File: src/rtl/pe_ctrl_pkg.sv
// rtl/pe_ctrl_pkg.sv - shared encodings, op codes and ctrl field layout for the PE sequencer
package pe_ctrl_pkg;

   typedef enum logic [1:0] {
      MODE_ACC      = 2'd0,
      MODE_ACC_LAST = 2'd1,
      MODE_FLUSH    = 2'd2,
      MODE_RSVD     = 2'd3
   } mode_t;

   typedef enum logic [1:0] {
      S_IDLE  = 2'd0,
      S_ISSUE = 2'd1,
      S_DRAIN = 2'd2,
      S_DONE  = 2'd3
   } state_t;

   localparam logic [2:0] OP_MAC     = 3'd1;
   localparam logic [2:0] OP_MAC_ADD = 3'd2;

   localparam logic SRC_2_BUF  = 1'b0;
   localparam logic SRC_2_BIAS = 1'b1;

   // Fixed low fields of ctrl; the address and norm fields depend on the address width.
   localparam int CTRL_OP_LSB      = 0;
   localparam int CTRL_ENABLE      = 3;
   localparam int CTRL_RD_REQ      = 4;
   localparam int CTRL_WR_REQ      = 5;
   localparam int CTRL_WRITE_VALID = 6;
   localparam int CTRL_FLUSH       = 7;
   localparam int CTRL_WR_ADDR_LSB = 8;

   function automatic int ctrl_width(input int aw);
      return 10 + 2 * aw;
   endfunction

   function automatic int ctrl_rd_addr_lsb(input int aw);
      return 8 + aw;
   endfunction

   function automatic int ctrl_norm_pop(input int aw);
      return 8 + 2 * aw;
   endfunction

   function automatic int ctrl_norm_push(input int aw);
      return 9 + 2 * aw;
   endfunction

endpackage

File: src/rtl/pe_ctrl_wb_pipe.sv
// rtl/pe_ctrl_wb_pipe.sv - fixed-depth {valid, addr, last} delay line with an empty flag
module pe_ctrl_wb_pipe #(
   parameter int DEPTH = 3,
   parameter int AW    = 10
) (
   input  logic          clk,
   input  logic          reset,
   input  logic          push_valid,
   input  logic [AW-1:0] push_addr,
   input  logic          push_last,
   output logic          out_valid,
   output logic [AW-1:0] out_addr,
   output logic          out_last,
   output logic          empty
);

   logic [DEPTH-1:0] v_q;
   logic [DEPTH-1:0] l_q;
   logic [AW-1:0]    a_q [DEPTH];

   always_ff @(posedge clk) begin
      if (reset) begin
         v_q <= '0;
         l_q <= '0;
         for (int i = 0; i < DEPTH; i++) a_q[i] <= '0;
      end else begin
         v_q[0] <= push_valid;
         l_q[0] <= push_last;
         a_q[0] <= push_addr;
         for (int i = 1; i < DEPTH; i++) begin
            v_q[i] <= v_q[i-1];
            l_q[i] <= l_q[i-1];
            a_q[i] <= a_q[i-1];
         end
      end
   end

   assign out_valid = v_q[DEPTH-1];
   assign out_addr  = a_q[DEPTH-1];
   assign out_last  = l_q[DEPTH-1];
   assign empty     = ~|v_q;

endmodule

File: src/rtl/pe_ctrl_sequencer.sv
// rtl/pe_ctrl_sequencer.sv - per-job PE control word sequencer for accumulate and flush passes
// Optional norm FIFO push/pop generation is enabled by defining PE_CTRL_NORM_EN.
module pe_ctrl_sequencer
   import pe_ctrl_pkg::*;
#(
   parameter int PE_BUF_ADDR_WIDTH = 10,
   parameter int LEN_WIDTH         = 16,
   parameter int MACC_LAT          = 3,
   parameter int FLUSH_LAT         = 4
) (
   input  logic                                    clk,
   input  logic                                    reset,
   input  logic                                    start,
   input  logic [1:0]                              cfg_mode,
   input  logic                                    cfg_first,
   input  logic [PE_BUF_ADDR_WIDTH:0]              cfg_num_out,
   input  logic [LEN_WIDTH-1:0]                    cfg_macc_len,
   input  logic [LEN_WIDTH-1:0]                    cfg_center_tap,
   input  logic                                    stall,
   output logic [ctrl_width(PE_BUF_ADDR_WIDTH)-1:0] ctrl,
   output logic                                    src_2_sel,
   output logic                                    busy,
   output logic                                    done
);

   localparam int AW     = PE_BUF_ADDR_WIDTH;
   localparam int CW     = ctrl_width(AW);
   localparam int RD_LSB = ctrl_rd_addr_lsb(AW);
   localparam logic [AW:0]          ONE_N  = 1;
   localparam logic [LEN_WIDTH-1:0] ONE_L  = 1;
   localparam logic [LEN_WIDTH-1:0] ZERO_L = '0;

   state_t               state, state_nx;
   mode_t                mode_q;
   logic [AW:0]          num_q, issued_q;
   logic [LEN_WIDTH-1:0] len_q, tap_q;
   logic                 acc_mode, issue, last_tap, out_done, final_issue, zero_job, accept;
   logic                 wb_valid, wb_last, wb_empty, fl_valid, fl_last, fl_empty;
   logic [AW-1:0]        wb_addr, fl_addr;
   logic [CW-1:0]        ctrl_nx;
   logic                 unused_fl;

`ifdef PE_CTRL_NORM_EN
   logic [LEN_WIDTH-1:0] center_q;
`else
   logic                 unused_center;
   assign unused_center = ^cfg_center_tap;
`endif

   assign unused_fl   = ^{fl_addr, fl_last};
   assign acc_mode    = (mode_q == MODE_ACC) || (mode_q == MODE_ACC_LAST);
   assign issue       = (state == S_ISSUE) && !stall;
   assign last_tap    = (tap_q == len_q - ONE_L);
   // Flush completes one output per issue; accumulation only on its final tap.
   assign out_done    = issue && (!acc_mode || last_tap);
   assign final_issue = out_done && (issued_q == num_q - ONE_N);
   assign zero_job    = (cfg_num_out == '0) || (cfg_mode == MODE_RSVD) ||
                        ((cfg_mode != MODE_FLUSH) && (cfg_macc_len == ZERO_L));
   assign accept      = (state == S_IDLE) && start && !zero_job;

   always_ff @(posedge clk) begin
      if (reset) state <= S_IDLE;
      else       state <= state_nx;
   end

   always_comb begin
      state_nx = state;
      case (state)
         S_IDLE:  if (start) state_nx = zero_job ? S_DONE : S_ISSUE;
         S_ISSUE: if (final_issue) state_nx = S_DRAIN;
         S_DRAIN: if (wb_empty && fl_empty) state_nx = S_DONE;
         default: state_nx = S_IDLE;
      endcase
   end

   always_comb begin
      ctrl_nx = '0;
      if (issue) begin
         if (acc_mode) begin
            ctrl_nx[CTRL_ENABLE] = 1'b1;
            if (tap_q == ZERO_L) begin
               ctrl_nx[CTRL_OP_LSB +: 3] = OP_MAC_ADD;
               ctrl_nx[CTRL_RD_REQ]      = 1'b1;
               ctrl_nx[RD_LSB +: AW]     = issued_q[AW-1:0];
            end else begin
               ctrl_nx[CTRL_OP_LSB +: 3] = OP_MAC;
            end
`ifdef PE_CTRL_NORM_EN
            if (tap_q == center_q) ctrl_nx[ctrl_norm_push(AW)] = 1'b1;
`endif
         end else begin
            ctrl_nx[CTRL_RD_REQ]  = 1'b1;
            ctrl_nx[CTRL_FLUSH]   = 1'b1;
            ctrl_nx[RD_LSB +: AW] = issued_q[AW-1:0];
         end
      end
      if (wb_valid) begin
         if (wb_last) begin
            ctrl_nx[CTRL_WRITE_VALID] = 1'b1;
`ifdef PE_CTRL_NORM_EN
            ctrl_nx[ctrl_norm_pop(AW)] = 1'b1;
`endif
         end else begin
            ctrl_nx[CTRL_WR_REQ]                = 1'b1;
            ctrl_nx[CTRL_WR_ADDR_LSB +: AW]     = wb_addr;
         end
      end
      if (fl_valid) ctrl_nx[CTRL_WRITE_VALID] = 1'b1;
   end

   always_ff @(posedge clk) begin
      if (reset) begin
         ctrl      <= '0;
         src_2_sel <= 1'b0;
         busy      <= 1'b0;
         done      <= 1'b0;
         mode_q    <= MODE_ACC;
         num_q     <= '0;
         len_q     <= '0;
         tap_q     <= '0;
         issued_q  <= '0;
`ifdef PE_CTRL_NORM_EN
         center_q  <= '0;
`endif
      end else begin
         ctrl <= ctrl_nx;
         busy <= (state_nx == S_ISSUE) || (state_nx == S_DRAIN);
         done <= (state_nx == S_DONE);
         if (accept) begin
            mode_q    <= mode_t'(cfg_mode);
            num_q     <= cfg_num_out;
            len_q     <= cfg_macc_len;
            tap_q     <= '0;
            issued_q  <= '0;
            src_2_sel <= cfg_first ? SRC_2_BIAS : SRC_2_BUF;
`ifdef PE_CTRL_NORM_EN
            center_q  <= cfg_center_tap;
`endif
         end else if (issue) begin
            if (acc_mode) tap_q <= last_tap ? ZERO_L : tap_q + ONE_L;
            if (out_done) issued_q <= issued_q + ONE_N;
         end
      end
   end

   pe_ctrl_wb_pipe #(.DEPTH(MACC_LAT), .AW(AW)) u_wb_pipe (
      .clk        (clk),
      .reset      (reset),
      .push_valid (out_done && acc_mode),
      .push_addr  (issued_q[AW-1:0]),
      .push_last  (mode_q == MODE_ACC_LAST),
      .out_valid  (wb_valid),
      .out_addr   (wb_addr),
      .out_last   (wb_last),
      .empty      (wb_empty)
   );

   pe_ctrl_wb_pipe #(.DEPTH(FLUSH_LAT), .AW(AW)) u_fl_pipe (
      .clk        (clk),
      .reset      (reset),
      .push_valid (issue && !acc_mode),
      .push_addr  (issued_q[AW-1:0]),
      .push_last  (1'b0),
      .out_valid  (fl_valid),
      .out_addr   (fl_addr),
      .out_last   (fl_last),
      .empty      (fl_empty)
   );

endmodule

File: config.mk
export PLATFORM = sky130hd
export DESIGN_NAME = pe_ctrl_sequencer
export DESIGN_NICKNAME = d
export VERILOG_FILES = /design/src/rtl/pe_ctrl_pkg.sv /design/src/rtl/pe_ctrl_wb_pipe.sv /design/src/rtl/pe_ctrl_sequencer.sv
export SDC_FILE = /design/constraint.sdc
export NUM_CORES = 1
export LEC_CHECK = 0
export BUFFER_PORTS_ARGS = -buffer_cell sky130_fd_sc_hd__buf_4
export CAP_MARGIN = 20
export CORE_AREA = 3 3 155 97
export DETAILED_ROUTE_END_ITERATION = 12
export DIE_AREA = 0 0 158 100
export PLACE_DENSITY_LB_ADDON = 0.25
export RECOVER_POWER = 50
export REMOVE_ABC_BUFFERS = 1
export SLEW_MARGIN = 20
export SYNTH_ARGS = -nofsm -noshare
export SYNTH_HDL_FRONTEND = slang
export SYNTH_SLANG_ARGS = --single-unit
File: constraint.sdc
create_clock -name clk -period 4.55 [get_ports clk]
set_input_delay 0.455 -clock clk [delete_from_list [all_inputs] [get_ports clk]]
set_output_delay 0.455 -clock clk [all_outputs]
set_load 0.02 [all_outputs]
# Word-level counts from Yosys, hierarchy flattened
# Memories as Yosys holds them, arrays and structs flattened. A register that Yosys moved wholly into a read port is not among the register bits.
# Cells that the tools add are included.
[classes]
addsub = 4
bitwise_logic = 6
n_mux = 24
eq_ne = 10
n_reduce_logical = 33
[ops]
columns = ["op", "n"]
rows = [
  ["10-bit two-way mux", 5],
  ["16-bit zero test", 2],
  ["16-bit by 1-bit adder with 16-bit output (second input constant)", 1],
  ["16-bit == test", 1],
  ["16-bit two-way mux", 1],
  ["16-bit by 1-bit subtractor with 16-bit output (second input constant)", 1],
  ["2-bit two-way mux", 6],
  ["11-bit by 1-bit adder with 11-bit output (second input constant)", 1],
  ["11-bit == test", 1],
  ["11-bit zero test", 1],
  ["11-bit by 1-bit subtractor with 11-bit output (second input constant)", 1],
  ["1-bit two-way mux", 10],
  ["1-bit logical AND", 9],
  ["3-bit OR reduction", 3],
  ["2-bit == test (second input constant)", 4],
  ["2-bit by 1-bit == test with 1-bit output (second input constant)", 3],
  ["2-bit case mux with 3 select lines", 1],
  ["2-bit OR reduction", 3],
  ["1-bit zero test", 5],
  ["1-bit logical OR", 5],
  ["2-bit zero test", 2],
  ["4-bit two-way mux", 1],
  ["2-bit AND reduction", 2],
  ["4-bit OR reduction", 1],
  ["other kinds (3)", 7],
]
[totals]
in_bits = 50
n_memories = 1
ff_bits = 91
elab_cells = 95
output_inout_bits = 33
ram_bits = 30
[mem_list]
columns = ["memory", "depth", "width", "rd", "rd_clocked_by_memory_dff", "write_ports", "line_no", "rtl"]
rows = [
  ["u_wb_pipe.a_q", 3, 10, 3, 1, 3, "pe_ctrl_wb_pipe.sv:19", "logic [AW-1:0] a_q [DEPTH];"],
]

# Longest topological paths before layout
[depth]
ltp_word = 10
mapped_depth = 14
mapped_depth_nobuf = 12

# By module
# From an unflattened synthesis, not the netlist that was laid out.
[unflattened]
hier_cells = 687
hier_area_um2 = 6801.5
[by_module_without_submodules]
columns = ["mod", "area_each_um2", "instances", "seq_area_each_um2", "cells_per_inst"]
rows = [
  ["pe_ctrl_sequencer", 4340.4, 1, 1761.7, 489],
  ["pe_ctrl_wb_pipe at u_fl_pipe", 1386.3, 1, 960.9, 112],
  ["pe_ctrl_wb_pipe at u_wb_pipe", 1074.8, 1, 720.7, 86],
]

# Worst setup path after synthesis
# No wires, ideal clock.
[synth_path]
path_kind = "register to register"
startpoint = "register len_q[0]"
endpoint = "register busy"
slack_ns = 1.197
t_required_ns = 4.422
n_path_buf = 1
stages_incl_launch_ff = 14
arrival_ns = 3.225
period_less_slack_ns = 3.353
setup_ns = 0.128
cell_sequence = "dfxtp_1 > clkbuf_1 > inv_1 > ha_1 > nor3b_4 > nand2_1 > xor2_1 > or3b_2 > a211oi_1 > a41oi_2 > or4_1 > o22ai_1 > ha_1 > nor2b_1"
[synth_between]
elab_chain_len = 9
word_cells_on_any_way = 10
cone_classes = "add/sub: 1; eq/ne: 3; mux: 2; reduce/logical: 4"
[synth_lines]
columns = ["item", "line_no", "rtl"]
rows = [
  ["start: declaration", "pe_ctrl_sequencer.sv:36", "logic [LEN_WIDTH-1:0] len_q, tap_q;"],
  ["start signal: assignment", "pe_ctrl_sequencer.sv:132", "len_q <= cfg_macc_len;"],
  ["16-bit by 1-bit subtractor with 16-bit output *", "pe_ctrl_sequencer.sv:53", "assign last_tap = (tap_q == len_q - ONE_L);"],
  ["16-bit == test *", "pe_ctrl_sequencer.sv:53", ""],
  ["1-bit logical OR *", "pe_ctrl_sequencer.sv:55", "assign out_done = issue && (!acc_mode || last_tap);"],
  ["1-bit logical AND *", "pe_ctrl_sequencer.sv:55", ""],
  ["1-bit logical AND *", "pe_ctrl_sequencer.sv:56", "assign final_issue = out_done && (issued_q == num_q - ONE_N);"],
  ["2-bit two-way mux *", "pe_ctrl_sequencer.sv:70", "S_ISSUE: if (final_issue) state_nx = S_DRAIN;"],
  ["2-bit case mux with 3 select lines *", "pe_ctrl_sequencer.sv:68", "case (state)"],
  ["via state_nx[1]", "pe_ctrl_sequencer.sv:33", "state_t state, state_nx;"],
  ["2-bit by 1-bit == test with 1-bit output or 2-bit == test (tied branches)", "pe_ctrl_sequencer.sv:127", "busy <= (state_nx == S_ISSUE) || (state_nx == S_DRAIN);"],
  ["1-bit logical OR *", "pe_ctrl_sequencer.sv:127", ""],
  ["end signal: assignment", "pe_ctrl_sequencer.sv:127", ""],
  ["end: declaration", "pe_ctrl_sequencer.sv:22", "output logic busy,"],
]
# Mark *: on every way through the listed nets, which the timed path passes. The rest lies on a longest branch.
# A chain may end at the register's enable or synchronous reset.

# Worst setup path in the final report
# Same ends and word-level chain as after synthesis.

==> results.md <==
- Summed over all layers, the routed wires come to 12.59 mm.
- Data on the critical path is required at its endpoint by 4.72 ns.
- In this run the remaining antenna-violating nets after routing total 0.
- The area overhead of the layout relative to synthesis is 19.40%.
- The routed wire length per instance is 15.26 um.
- In this run, synthesis inferred 0 flip-flops with an integrated enable.
- In the global route stage, overall resource usage came out at 0.1645.
- The nature of the critical path endpoint is a flop.
- The final core utilization is 0.4790.
- Together, buffers and inverters on the worst path number 1.
- Dividing the synthesized area by the synthesized cell count gives 9.283 sq um.
- The number of resized instances in the post-cts repair step is 0.
- Setup violations remaining at the end of the flow were counted as 0.
- The die outline height is 100 um.
- The tightest hold path in the finished design has a slack of 0.2728 ns.
- Dividing the final minimum period by the clock period gives 0.8640.
- The post-route clock skew is 0.009043 ns.
- The initial utilization of the core area, before any placement, comes to 0.4011.
- The most frequent standard cell in the layout excluding fill and tap cells is dfxtp_1.
- The setup slack of the critical path after layout is 0.6189 ns.
- The top cell types in the final layout, fill and taps aside, are dfxtp_1, nor2_1, nor2b_1.
- TritonCTS built the clock tree.
- The register area share after synthesis is 0.4703.
- Setup repair after global routing left no endpoint under its margin.
- From left edge to right edge, the die measures 158 um.
- In the synthesized netlist the async set-or-reset flop fraction comes to 0.
- The aggregate global routing overflow is 0.
- The cell area power density is 432.8 nW/um^2.
- The worst path in the final design needs a cycle of 3.931 ns, including I/O delays and setup.
- The post-CTS setup repair buffer count is 0.
- The floorplan has 33 rows.
- The number of non-filler instances in the completed layout is 825.
- 0 antenna diodes ended up in the layout.
- The worst-case IR drop observed on VDD is 0.0002208 V.
- During placement, the flow inserted port buffers numbering 63.
- The total iterations of the first detailed-routing run is 5.
- The number of antenna violations at the first check in global routing came to 0.
- The number of inserted filler cells in the final layout is 1297.
- The number of clock buffers inserted by TritonCTS is 17.
- The relative slew slack is -1.159.
- In the final layout, the share of cells above drive strength 1 is 0.1200.
- The run finished, with violations left.
- Summing every instance area after synthesis gives 5449 sq um.
- The final-report max-slew violation count is 76.
- In this run the static leakage power is 2.609 nW.
- Of the total power, the share spent switching nets is 0.2850.
- The total of max-cap violations is 1.
- Using the TritonRoute via totals, the vias-per-cell ratio works out to 5.136.
- The worst setup path is launched from a flop.
- The cell type group with the largest total delay on the critical path is simple AND/OR/NAND/NOR gates.
- After clock tree synthesis, the clock-pin slew on the worst setup and hold paths is 0.07 ns.
- The worst setup path is of the reg2reg kind.
- The number of levels in the clock H-tree is 4.
- For this design, the sink count on the clock tree is 128.
- The hold-fix buffer count after cts is 0.
- In the final timing run, aggregate negative setup slack is 0 ns.
- The placer congestion estimate is 0.8600.
- The maximum frequency from static timing analysis is 0.2544 GHz.
- The top-level port count is 83.
- The Yosys step of the flow raised 0 warnings.
- The maximum cell stage delay along the critical path is 0.61 ns.
- Summed over all nets, the switching power comes to 0.8025 mW.
- The later pin in the worst-skew pair is clocked with a latency of 0.42 ns.
- At the pin with the least slew margin, the transition time is 3.239 ns.
- The biggest fanout along the worst timing path is 8.
- The kind of path behind the tightest hold check is in2reg.
- The first global-routing pass estimated 20.20 mm of wire.
- Walking the worst path, the cells encountered are inv_1 -> ha_1 -> nor3b_4 -> nand2_1 -> xor2_1 -> or3b_2 -> a211oi_1 -> a41oi_2 -> or4_1 -> o22ai_1 -> ha_1 -> nor2b_1.
- The final reports fail on capacitance limit, slew limit.
- The maximum number of pins on one net before global-route repair is 76.
- Among the stages of the critical path, the cell type that occurs most often is ha_1.
- The detailed router placed 4237 vias in this run.
- The fraction of power consumed by combinational cells is 0.100.
- The number of global-route vias before repair is 3874.
- The share of total power dissipated in the clock network is 0.483.
- The clock tree buffer depth is 2.
- The clock tree root driver cell is clkbuf_16.
- In this run the standard cell core region covers 13580 sq um.
- The half-perimeter wire length after placement is 9.119 mm.
- In this run, the number of DRC markers left after iteration 0 of detailed routing was 259.
- At the worst endpoint, the arrival time is 4.10 ns.
- The number of distinct library cells after synthesis is 52.
- The number of failing hold endpoints at the final stage is 0.
- The internal power of the cells totals 2.013 mW.
- The slowest stage of the critical path belongs to the cell or4_1.
- The setup slack after placement is 0.8117 ns.
- For this run, the leading register cell type out of synthesis is dfxtp_1.
- For this run, the post-layout net count is 693.
- After detailed routing, the number of remaining DRC violations is 0.
- Counting every instance in the synthesized netlist gives 587.
- The register share of total power is 0.417.
- The area of the die is 15800 sq um.
- The total placed cells including tap cells is 793.
- The number of flip-flops and latches in the synthesized netlist is 128.
path summary, 6_finish.rpt:
kind,slack [ns],cells past startpoint,to,start
setup / recovery,0.62,12,busy,len_q[0]
setup reg to reg,0.62,12,busy,len_q[0]
hold reg to reg,0.43,1,ctrl[17],u_wb_pipe.a_q[2][9]
hold / removal,0.27,3,len_q[4],cfg_macc_len[4]
cells by family after synthesis:
group,synth area share
and+or+nand+nor,0.2615
adders and majority gates,0.01378
buffers and inverters,0.03995
xor gates and xnor gates,0.08198
AOI/OAI and AO/OA,0.06889
muxes,0.06292
DFF,0.4703
other,0.0006882
sequential cells by signal, summed over array words and instances (netlist names), 3 cells and up:
register	count
u_wb_pipe.l_q	3
u_fl_pipe.v_q	4
u_wb_pipe.a_q	30
ctrl	27
u_wb_pipe.v_q	3
len_q	16
num_q	11
tap_q	16
issued_q	11
Yosys cell counts, types with 3 or more instances:
cell	instances	share of area
dfxtp_1	128	0.47
nor2_1	73	0.050
nor2b_1	41	0.047
mux2i_1	32	0.059
xor2_1	31	0.050
clkbuf_1	26	0.018
nand2_1	23	0.016
and2_1	22	0.025
xnor2_1	20	0.032
nor3_1	19	0.017
nor4_1	18	0.021
a21oi_1	17	0.016
nand3_1	13	0.012
nand4_1	13	0.015
inv_1	12	0.0083
o21ai_0	9	0.0083
o31ai_1	9	0.012
or4_1	9	0.012
a31oi_1	7	0.0080
and3_1	7	0.0080
ha_1	6	0.014
buf_1	4	0.0028
nor4b_1	4	0.0064
buf_4	3	0.0041
nand2b_1	3	0.0034
or3_1	3	0.0034
power by group through the flow:
stage / Combinational [mW] / Clock, mW / Sequential, mW
after floorplan: 0.187 / 0 / 1.19
after detailed placement: 0.278 / 0 / 1.20
after global routing: 0.308 / 1.45 / 1.18
after CTS: 0.280 / 1.39 / 1.17
final: 0.281 / 1.36 / 1.18
after global placement: 0.271 / 0 / 1.20
worst reg2reg max path, cell delays in order (launching register included):
cell	delay (ns)
dfxtp_1	0.40
inv_1	0.10
ha_1	0.26
nor3b_4	0.41
nand2_1	0.12
xor2_1	0.15
or3b_2	0.46
a211oi_1	0.32
a41oi_2	0.21
or4_1	0.61
o22ai_1	0.23
ha_1	0.28
nor2b_1	0.13
per-stage QoR:
stage	total power, mW	cell area [sq um]
after CTS	2.841	6615
after floorplan	1.380	5284
after detailed placement	1.478	6003
after global placement	1.468	5998
final	2.816	6506
after global routing	2.939	6506
metal layers:
metal / GRT usage / up-vias / part of all wire
li1: - / 2128 / -
met1: 0.2626 / 1978 / 0.54
met2: 0.2099 / 122 / 0.38
met3: 0.04955 / 9 / 0.063
met4: 0.04296 / 0 / 0.011
met5: 0 / - / 0
area by class of cell:
cell class	instances	area, sq um	share of cell area
clock buffers	17	425.4	0.06538
clock inverters	15	186.4	0.02865
inverters	12	45.04	0.006923
multi-input cells	411	2685	0.4127
flip-flops and latches	128	2562	0.3938
well taps	175	219.0	0.03365
repair buffers	67	382.9	0.05885
No activity file was read; power rests on OpenSTA's default activity.
